--- config.mk ---
export PLATFORM = sky130hd
export DESIGN_NAME = fifo_write_arbiter_flat
export DESIGN_NICKNAME = d
export VERILOG_FILES = /design/src/rtl/fifo_write_arbiter_pkg.sv /design/src/rtl/fifo_write_arbiter_if.sv /design/src/rtl/fifo_write_arbiter_picker.sv /design/src/rtl/fifo_write_arbiter.sv /design/src/flat_wrapper.sv
export SDC_FILE = /design/constraint.sdc
export NUM_CORES = 1
export LEC_CHECK = 0
export ABC_CLOCK_PERIOD_IN_PS = 1600
export BUFFER_PORTS_ARGS = -buffer_cell sky130_fd_sc_hd__buf_4
export CAP_MARGIN = 15
export CELL_PAD_IN_SITES_DETAIL_PLACEMENT = 1
export CELL_PAD_IN_SITES_GLOBAL_PLACEMENT = 1
export CORE_MARGIN = 2
export CORE_UTILIZATION = 25
export CTS_CLUSTER_SIZE = 40
export DETAILED_ROUTE_END_ITERATION = 16
export GPL_ROUTABILITY_DRIVEN = 0
export PLACE_DENSITY_LB_ADDON = 0.1
export SYNTH_ARGS = -nofsm -noshare
export SYNTH_HDL_FRONTEND = slang
export SYNTH_SLANG_ARGS = --single-unit
--- constraint.sdc ---
create_clock -name clk -period 1.6 [get_ports clk]
set_clock_uncertainty 0.05 [all_clocks]
set_input_delay 0 -clock clk [delete_from_list [all_inputs] [get_ports clk]]
set_output_delay 0 -clock clk [all_outputs]
set_load 0.02 [all_outputs]
--- src/rtl/fifo_write_arbiter_pkg.sv ---
// Shared types and sizing helpers for the FIFO write-port arbiter.
package fifo_arb_pkg;

    typedef enum logic {
        ARB_IDLE  = 1'b0,
        ARB_BURST = 1'b1
    } arb_state_t;

    localparam int MAX_NUM_REQ = 8;

    // Owner index width; a single requester still needs one bit.
    function automatic int idx_width(input int n);
        return (n > 1) ? $clog2(n) : 1;
    endfunction

endpackage

--- src/rtl/fifo_write_arbiter_if.sv ---
// Requester-side and FIFO-write-port signals of the arbiter, grouped as one bus.
interface fifo_write_arbiter_if #(
    parameter int NUM_REQ    = 4,
    parameter int DATA_WIDTH = 8
);
    import fifo_arb_pkg::*;

    localparam int IDX_W = idx_width(NUM_REQ);

    logic [NUM_REQ-1:0]            req;
    logic [NUM_REQ*DATA_WIDTH-1:0] req_data;
    logic [NUM_REQ-1:0]            req_last;
    logic                          fifo_full;
    logic                          fifo_almost_full;
    logic [NUM_REQ-1:0]            grant;
    logic                          write_enable;
    logic [DATA_WIDTH-1:0]         write_data;
    logic [IDX_W-1:0]              owner;
    logic                          burst_active;

    // master: the arbiter, which drives the FIFO write port
    modport master (
        input  req, req_data, req_last, fifo_full, fifo_almost_full,
        output grant, write_enable, write_data, owner, burst_active
    );

    // slave: the producers and FIFO flag logic around the arbiter
    modport slave (
        output req, req_data, req_last, fifo_full, fifo_almost_full,
        input  grant, write_enable, write_data, owner, burst_active
    );

endinterface

--- src/rtl/fifo_write_arbiter_picker.sv ---
// Combinational round-robin search: first requester at last_winner+1, +2, ... (mod NUM_REQ).
module rr_priority_picker
    import fifo_arb_pkg::*;
#(
    parameter int NUM_REQ = 4,
    parameter int IDX_W   = idx_width(NUM_REQ)
) (
    input  logic [NUM_REQ-1:0] req_i,
    input  logic [IDX_W-1:0]   last_winner_i,
    output logic [IDX_W-1:0]   pick_o,
    output logic               found_o
);

    logic [IDX_W-1:0] cand [NUM_REQ];

    generate
        for (genvar gi = 0; gi < NUM_REQ; gi++) begin : g_cand
            assign cand[gi] = IDX_W'((int'(last_winner_i) + gi + 1) % NUM_REQ);
        end
    endgenerate

    // Scan farthest offset first so the nearest requesting candidate is the final winner.
    always_comb begin
        pick_o  = '0;
        found_o = 1'b0;
        for (int k = NUM_REQ - 1; k >= 0; k--) begin
            if (req_i[cand[k]]) begin
                pick_o  = cand[k];
                found_o = 1'b1;
            end
        end
    end

endmodule

--- src/rtl/fifo_write_arbiter.sv ---
// Round-robin burst arbiter sharing one FIFO write port among NUM_REQ producers,
// throttled by the FIFO full / almost-full flags.
module fifo_write_arbiter
    import fifo_arb_pkg::*;
#(
    parameter int NUM_REQ    = 4,
    parameter int DATA_WIDTH = 8,
    parameter int MAX_BURST  = 4
) (
    input  logic               clk,
    input  logic               rst_n,
    fifo_write_arbiter_if.master bus
);

    localparam int IDX_W = idx_width(NUM_REQ);
    localparam int CNT_W = $clog2(MAX_BURST + 1);

    arb_state_t       state_q, state_d;
    logic [IDX_W-1:0] owner_q, owner_d;
    logic [IDX_W-1:0] last_winner_q, last_winner_d;
    logic [CNT_W-1:0] beat_cnt_q, beat_cnt_d;

    logic [IDX_W-1:0]      pick;
    logic                  found;
    logic                  accept;
    logic [DATA_WIDTH-1:0] words [NUM_REQ];

    rr_priority_picker #(
        .NUM_REQ (NUM_REQ),
        .IDX_W   (IDX_W)
    ) u_picker (
        .req_i         (bus.req),
        .last_winner_i (last_winner_q),
        .pick_o        (pick),
        .found_o       (found)
    );

    generate
        for (genvar gi = 0; gi < NUM_REQ; gi++) begin : g_port
            assign words[gi]     = bus.req_data[gi*DATA_WIDTH +: DATA_WIDTH];
            assign bus.grant[gi] = accept && (owner_q == IDX_W'(gi));
        end
    endgenerate

    always_ff @(posedge clk or negedge rst_n) begin
        if (!rst_n) begin
            state_q       <= ARB_IDLE;
            owner_q       <= '0;
            last_winner_q <= IDX_W'(NUM_REQ - 1);
            beat_cnt_q    <= '0;
        end else begin
            state_q       <= state_d;
            owner_q       <= owner_d;
            last_winner_q <= last_winner_d;
            beat_cnt_q    <= beat_cnt_d;
        end
    end

    always_comb begin
        state_d       = state_q;
        owner_d       = owner_q;
        last_winner_d = last_winner_q;
        beat_cnt_d    = beat_cnt_q;
        accept        = 1'b0;

        case (state_q)
            ARB_IDLE: begin
                // almost-full only gates the start of a new burst
                if (found && !bus.fifo_full && !bus.fifo_almost_full) begin
                    owner_d    = pick;
                    beat_cnt_d = '0;
                    state_d    = ARB_BURST;
                end
            end
            ARB_BURST: begin
                accept = bus.req[owner_q] && !bus.fifo_full;
                if (!bus.req[owner_q]) begin
                    state_d       = ARB_IDLE;
                    last_winner_d = owner_q;
                    beat_cnt_d    = '0;
                end else if (accept) begin
                    if (bus.req_last[owner_q] || beat_cnt_q == CNT_W'(MAX_BURST - 1)) begin
                        state_d       = ARB_IDLE;
                        last_winner_d = owner_q;
                        beat_cnt_d    = '0;
                    end else begin
                        beat_cnt_d = beat_cnt_q + 1'b1;
                    end
                end
            end
            default: state_d = ARB_IDLE;
        endcase
    end

    assign bus.write_enable = accept;
    assign bus.write_data   = accept ? words[owner_q] : '0;
    assign bus.owner        = owner_q;
    assign bus.burst_active = (state_q == ARB_BURST);

endmodule

--- src/flat_wrapper.sv ---
// flat-port wrapper written by rule: the top's interface ports become plain ports
module fifo_write_arbiter_flat import fifo_arb_pkg::*;
#(
    parameter int NUM_REQ    = 4,
    parameter int DATA_WIDTH = 8,
    parameter int MAX_BURST  = 4
)
  (clk, rst_n, bus_req, bus_req_data, bus_req_last, bus_fifo_full, bus_fifo_almost_full, bus_grant, bus_write_enable, bus_write_data, bus_owner, bus_burst_active);
  fifo_write_arbiter_if #(.NUM_REQ(NUM_REQ), .DATA_WIDTH(DATA_WIDTH)) bus_i ();
  input  logic clk;
  input  logic rst_n;
  input wire logic [$bits(bus_i.req)-1:0] bus_req;
  input wire logic [$bits(bus_i.req_data)-1:0] bus_req_data;
  input wire logic [$bits(bus_i.req_last)-1:0] bus_req_last;
  input wire logic [$bits(bus_i.fifo_full)-1:0] bus_fifo_full;
  input wire logic [$bits(bus_i.fifo_almost_full)-1:0] bus_fifo_almost_full;
  output wire logic [$bits(bus_i.grant)-1:0] bus_grant;
  output wire logic [$bits(bus_i.write_enable)-1:0] bus_write_enable;
  output wire logic [$bits(bus_i.write_data)-1:0] bus_write_data;
  output wire logic [$bits(bus_i.owner)-1:0] bus_owner;
  output wire logic [$bits(bus_i.burst_active)-1:0] bus_burst_active;
  assign bus_i.req = bus_req;
  assign bus_i.req_data = bus_req_data;
  assign bus_i.req_last = bus_req_last;
  assign bus_i.fifo_full = bus_fifo_full;
  assign bus_i.fifo_almost_full = bus_fifo_almost_full;
  assign bus_grant = bus_i.grant;
  assign bus_write_enable = bus_i.write_enable;
  assign bus_write_data = bus_i.write_data;
  assign bus_owner = bus_i.owner;
  assign bus_burst_active = bus_i.burst_active;
  fifo_write_arbiter #(.NUM_REQ(NUM_REQ), .DATA_WIDTH(DATA_WIDTH), .MAX_BURST(MAX_BURST)) u_core (.clk(clk), .rst_n(rst_n), .bus(bus_i));
endmodule
Word level (Yosys, flattened, before mapping)
Cells that the tools add are included.
{"block": "op_classes", "addsub": 7, "n_mul": 0, "div": 0, "n_lt_le_gt_ge": 6, "eq_ne": 8, "shifts": 0, "n_mux": 38, "n_bitwise": 2, "n_reduce_logical": 14}
{"op": "2-to-1 mux 8 bit", "n": 3}
{"op": "binary-select mux 8 bit (select 2 bit)", "n": 1}
{"op": "< comparator 2 x 3 -> 1 bit, second input constant", "n": 5}
{"op": "2-to-1 mux 1 bit", "n": 15}
{"op": "2-to-1 mux 2 bit", "n": 7}
{"op": "binary-select mux 1 bit (select 2 bit)", "n": 6}
{"op": "2-to-1 mux 3 bit", "n": 4}
{"op": "adder 2 x 1 -> 2 bit, second input constant", "n": 4}
{"op": "logical AND 1 bit", "n": 7}
{"op": "one-hot mux 3 bit (2 select lines)", "n": 1}
{"op": "adder 2 bit, second input constant", "n": 2}
{"op": "== test 2 bit, second input constant", "n": 2}
{"op": "!= test 2 bit, second input constant", "n": 2}
{"op": "AND reduction 2 bit", "n": 2}
{"op": "adder 3 x 1 -> 3 bit, second input constant", "n": 1}
{"op": "== test 3 x 2 -> 1 bit, second input constant", "n": 1}
{"op": ">= comparator 3 bit, second input constant", "n": 1}
{"op": "!= test 3 bit, second input constant", "n": 1}
{"op": "NOT 2 -> 3 bit", "n": 1}
{"op": "AND reduction 3 bit", "n": 1}
{"op": "== test 2 x 1 -> 1 bit, second input constant", "n": 1}
{"op": "zero test 1 bit", "n": 2}
{"op": "zero test 2 bit", "n": 1}
{"op": "!= test 2 x 1 -> 1 bit, second input constant", "n": 1}
{"op": "3 further kinds", "n": 3}
{"block": "totals", "register_bits": 8, "latch_bits": 0, "mem_bits_rw": 0, "rom_bits": 0, "n_memories": 0}

Longest topological paths before layout
{"block": "logic_depth", "word_depth": 12, "mapped_depth": 6, "mapped_depth_nobuf": 5}

Modules after synthesis
A second synthesis with hierarchy kept.
{"block": "hier_totals", "hier_cells": 79, "area_unflattened_um2": 860.8}
{"module": "fifo_write_arbiter", "n_inst": 1, "cells_each": 65, "area_each_um2": 777.0}
{"module": "rr_priority_picker", "n_inst": 1, "cells_each": 14, "area_each_um2": 83.8}

Least setup slack after synthesis
No wires, ideal clock.
{"block": "synth_timing", "path_kind": "register to register", "startpoint": "register u_core.owner_q[0], in the netlist u_core.bus.owner[0]", "endpoint": "register u_core.beat_cnt_q[1]", "arrival_time_ps": 1654, "required_time_ps": 1428, "slack_ps": -226, "stages_incl_launch_ff": 6, "synth_period_minus_slack_ps": 1826, "path_cell_list": "dfrtp_1 -> buf_6 -> mux4_2 -> nand2_1 -> inv_1 -> a32o_1"}
{"block": "synth_via", "elab_chain_len": 7, "word_cells_on_any_way": 12}
{"item": "start, declared", "line_no": "fifo_write_arbiter.sv:19", "source": "logic [IDX_W-1:0] owner_q, owner_d;"}
{"item": "start signal, assigned", "line_no": "fifo_write_arbiter.sv:53", "source": "owner_q <= owner_d;"}
{"item": "binary-select mux 1 bit (select 2 bit)", "line_no": "fifo_write_arbiter.sv:82", "source": "if (bus.req_last[owner_q] || beat_cnt_q == CNT_W'(MAX_BURST - 1)) begin"}
{"item": "2-to-1 mux 1 bit (implied by the code)", "line_no": "fifo_write_arbiter.sv:82"}
{"item": "logical OR 1 bit", "line_no": "fifo_write_arbiter.sv:82"}
{"item": "2-to-1 mux 3 bit", "line_no": "fifo_write_arbiter.sv:82"}
{"item": "2-to-1 mux 3 bit", "line_no": "fifo_write_arbiter.sv:81", "source": "end else if (accept) begin"}
{"item": "2-to-1 mux 3 bit", "line_no": "fifo_write_arbiter.sv:77", "source": "if (!bus.req[owner_q]) begin"}
{"item": "one-hot mux 3 bit (2 select lines)", "line_no": "fifo_write_arbiter.sv:66", "source": "case (state_q)"}
{"item": "end signal, assigned", "line_no": "fifo_write_arbiter.sv:55", "source": "beat_cnt_q <= beat_cnt_d;"}
{"item": "end, declared", "line_no": "fifo_write_arbiter.sv:21", "source": "logic [CNT_W-1:0] beat_cnt_q, beat_cnt_d;"}
Several ways; a longest one is shown, not always the timed one. The select of a mux whose other input is x is not followed.
A chain may end at the register's enable or synchronous reset.

Worst setup path in the final report
{"block": "layout_timing", "startpoint": "register u_core.owner_q[0], in the netlist u_core.bus.owner[0]", "endpoint": "output bus_write_data[4]"}
{"block": "layout_via", "elab_chain_len": 5, "word_cells_on_any_way": 9}
{"item": "binary-select mux 1 bit (select 2 bit) / NOT 2 -> 3 bit (equally long branches)", "line_no": "fifo_write_arbiter.sv:76, fifo_write_arbiter.sv:96"}
{"item": "2-to-1 mux 1 bit (implied by the code) / binary-select mux 8 bit (select 2 bit) (equally long branches)", "line_no": "fifo_write_arbiter.sv:76, fifo_write_arbiter.sv:96"}
{"item": "logical AND 1 bit / 2-to-1 mux 8 bit (equally long branches)", "line_no": "fifo_write_arbiter.sv:76, fifo_write_arbiter.sv:96"}
{"item": "2-to-1 mux 1 bit / 2-to-1 mux 8 bit (equally long branches)", "line_no": "fifo_write_arbiter.sv:66, fifo_write_arbiter.sv:96"}
{"item": "2-to-1 mux 8 bit (*)", "line_no": "fifo_write_arbiter.sv:96", "source": "assign bus.write_data = accept ? words[owner_q] : '0;"}
{"item": "end, declared", "line_no": "flat_wrapper.sv:19", "source": "output wire logic [$bits(bus_i.write_data)-1:0] bus_write_data;"}
Every way passes the cells marked *; elsewhere a longest branch is shown, timed or not. The select of a mux whose other input is x is not followed.

==> run summary <==
Slew headroom = 0.8462
CP startpoint = u_core.bus.owner[0]
via count = 898
crit path cell chain = mux4_2 -> buf_6 -> and3_1 -> buf_6
Rows = 20
ys flop type = dfrtp_1
crit start category = flop
Tot Pwr = 1.770 mW
Final Cell Area = 0.001486 mm2
drt first pass iters = 4
CTS max path bufs = 2
final worst path period need = 1.760 ns
Critical Path AT = 1.71 ns
failing checks = setup timing
power share of the clock group = 0.090
Worst path most repeated cell = buf_6
pin count of the biggest net entering global routing = 13
WL final = 2.706 mm
max cap viols = 0
RSZ-0062 raised after global routing = true
Setup TNS = -2.092 ns
Yosys reg bits = 8
IO Pins = 60
clock slew at reported path FFs = 0.06 ns
Combinational Power Share = 0.685
CTS Sinks = 8
Layout Nets = 192
Fillers = 364
Final WS setup = -0.1598 ns
post-synthesis sequential area ratio = 0.2492
starting density of the core = 0.2642
CP max-delay cell = mux4_2
Synth warnings = 0
Skew-Pair Late Insertion Delay = 0.24 ns
final slew viol count = 0
core box area = 0.003078 mm2
Routed WL per cell = 14.32 um
HPWL Detailed = 2.249 mm
Hold Fails Final Rpt = 0
FMAX = 568.3 MHz
layout cells sized above 1 = 0.6621
initial detailed-routing violation count = 16
CTS root buffer = clkbuf_4
initial antenna violation count = 0
GRT Total Usage = 0.1512
period utilisation layout = 1.100
# setup viols final = 17
Slowest Stage Delay on Critical Path = 0.59 ns
sequential power share = 0.225
syn_nets = 122
worst hold path class = in2async
grt ovf = 0
first-pass GRT wire length = 4.243 mm
total CTS buffers = 3
Cell Area, Synth = 813.3 um2
P_sw = 0.6851 mW
TritonCTS clock tree = built
area of the multi-input gates = 601.8 um2
Cells after DPL = 181
Post-synth ARST share = 1.000
final core utilization = 0.4829
WP data required = 1.55 ns
CP max FO = 8
Post-synth EDFFs = 0
Worst R2R Start = u_core.bus.owner[0]
Sw Ratio = 0.3871
height of the die = 61.04 um
syn_area_per_cell = 10.70 um2
Area after DPL = 0.001349 mm2
post-synthesis cell type count = 30
post-DR vias/cell = 4.751
Slew @ Worst Pin = 0.2298 ns
Die ar. = 0.003725 mm2
DRC errors left = 0
run status = finished with violations
Sequential cell area = 203.9 um2
power per cell area = 1191 mW/mm2
Antenna diodes = 0
DRT antenna net count = 0
worst-case vdd ir drop = 639.4 uV
dpl ws = -0.08095 ns
Pleak = 0.7120 nW
Mapped Cells = 76
Power Internal = 1.085 mW
I/O Buffers = 59
vias in the first global route = 959
CP Capture Type = output port
Finished Layout Cells = 189
Hold WS = 0.04960 ns
Layout area overhead = 82.77%
Crit Path Class = reg2out
H-tree depth = 1
chip width = 61.04 um
==> cells by family after synthesis <==
family | share of synthesized area
AOI/OAI and AO/OA | 0.1308
muxes | 0.3631
adders and majority gates | 0.03076
buffers and inverters | 0.05691
and+or+nand+nor | 0.1692
DFF | 0.2492
==> state kept, by name, summed over array words and instances (netlist names) <==
signal / count
u_core.last_winner_q: 2
u_core.beat_cnt_q: 3
u_core.bus.burst_active: 1
u_core.bus.owner: 2
==> worst paths after layout <==
check	endpoint	slack, ns	depth (start not counted)
min in group clk	u_core.beat_cnt_q[0]	0.05	3
setup / recovery	bus_write_data[4]	-0.16	4
hold reg to reg	u_core.beat_cnt_q[2]	0.44	1
setup reg to reg	u_core.last_winner_q[1]	-0.14	5
hold / removal	u_core.beat_cnt_q[0]	0.05	2
max in group asynchronous	u_core.last_winner_q[0]	1.24	2
==> area by class of cell <==
| class | instances | area share |
|---|---|---|
| flip-flops and latches | 8 | 0.1372 |
| clock buffers | 4 | 0.01768 |
| repair buffers | 71 | 0.3931 |
| inverters | 4 | 0.01010 |
| multi-input cells | 58 | 0.4049 |
| well taps | 44 | 0.03704 |
==> power by group through the flow <==
stage / registers [mW] / clock network (mW) / logic, mW
finish: 0.398 / 0.159 / 1.21
global route: 0.413 / 0.183 / 1.32
CTS: 0.396 / 0.166 / 1.21
detailed placement: 0.403 / 0 / 1.10
global placement: 0.396 / 0 / 1.07
floorplan: 0.394 / 0 / 0.715
==> worst max-delay path, delay by kind of cell, from the launching register on <==
| family | cells | cell delay (ns) |
|---|---|---|
| DFF | 1 | 0.42 |
| muxes | 1 | 0.59 |
| and+or+nand+nor | 1 | 0.15 |
| buffers and inverters | 2 | 0.30 |
==> timing repair <==
| item | CTS | global route |
|---|---|---|
| pin swaps | 2 | 1 |
| hold buffers | 1 | 0 |
| gates resized for setup | 17 | 4 |
| buffers inserted | 3 | 0 |
| endpoints found under the hold margin | 8 | 0 |
| setup endpoints to repair | 16 | 19 |
==> metal layers <==
| metal | routed length (um) | track usage |
|---|---|---|
| met1 | 1002 | 0.1562 |
| met5 | 0 | 0 |
| met4 | 0 | 0.02484 |
| met2 | 1551 | 0.3176 |
| met3 | 151 | 0.02101 |
==> placed cells by master (no fill, tap or decap), drive strengths merged <==
| master | count |
|---|---|
| mux2 | 4 |
| inv | 4 |
| dfrtp | 6 |
| nor3b | 1 |
| o221ai | 1 |
| a21boi | 1 |
| buf | 70 |
| a32o | 1 |
| dlygate4sd3 | 1 |
| nand2 | 5 |
| clkbuf | 4 |
| a211o | 1 |
| o2bb2ai | 1 |
| mux2i | 1 |
| o21ai | 3 |
| o21bai | 1 |
| mux4 | 10 |
| nand2b | 3 |
| and3 | 9 |
| nor2b | 2 |
| a21oi | 4 |
| dfstp | 2 |
| ha | 2 |
| nor3 | 1 |
| a31oi | 1 |
| o22ai | 1 |
| nor2 | 5 |
==> Yosys cell counts, types with 3 or more instances <==
| library cell | count | area share |
|---|---|---|
| and3_1 | 9 | 0.069 |
| nor2_1 | 5 | 0.023 |
| mux4_2 | 6 | 0.17 |
| dfrtp_1 | 6 | 0.18 |
| nand2b_1 | 3 | 0.023 |
| a21oi_1 | 4 | 0.025 |
| nand2_1 | 5 | 0.023 |
| inv_1 | 4 | 0.018 |
| mux4_1 | 4 | 0.13 |
| clkbuf_1 | 4 | 0.018 |
No activity file was read; power rests on OpenSTA's default activity.
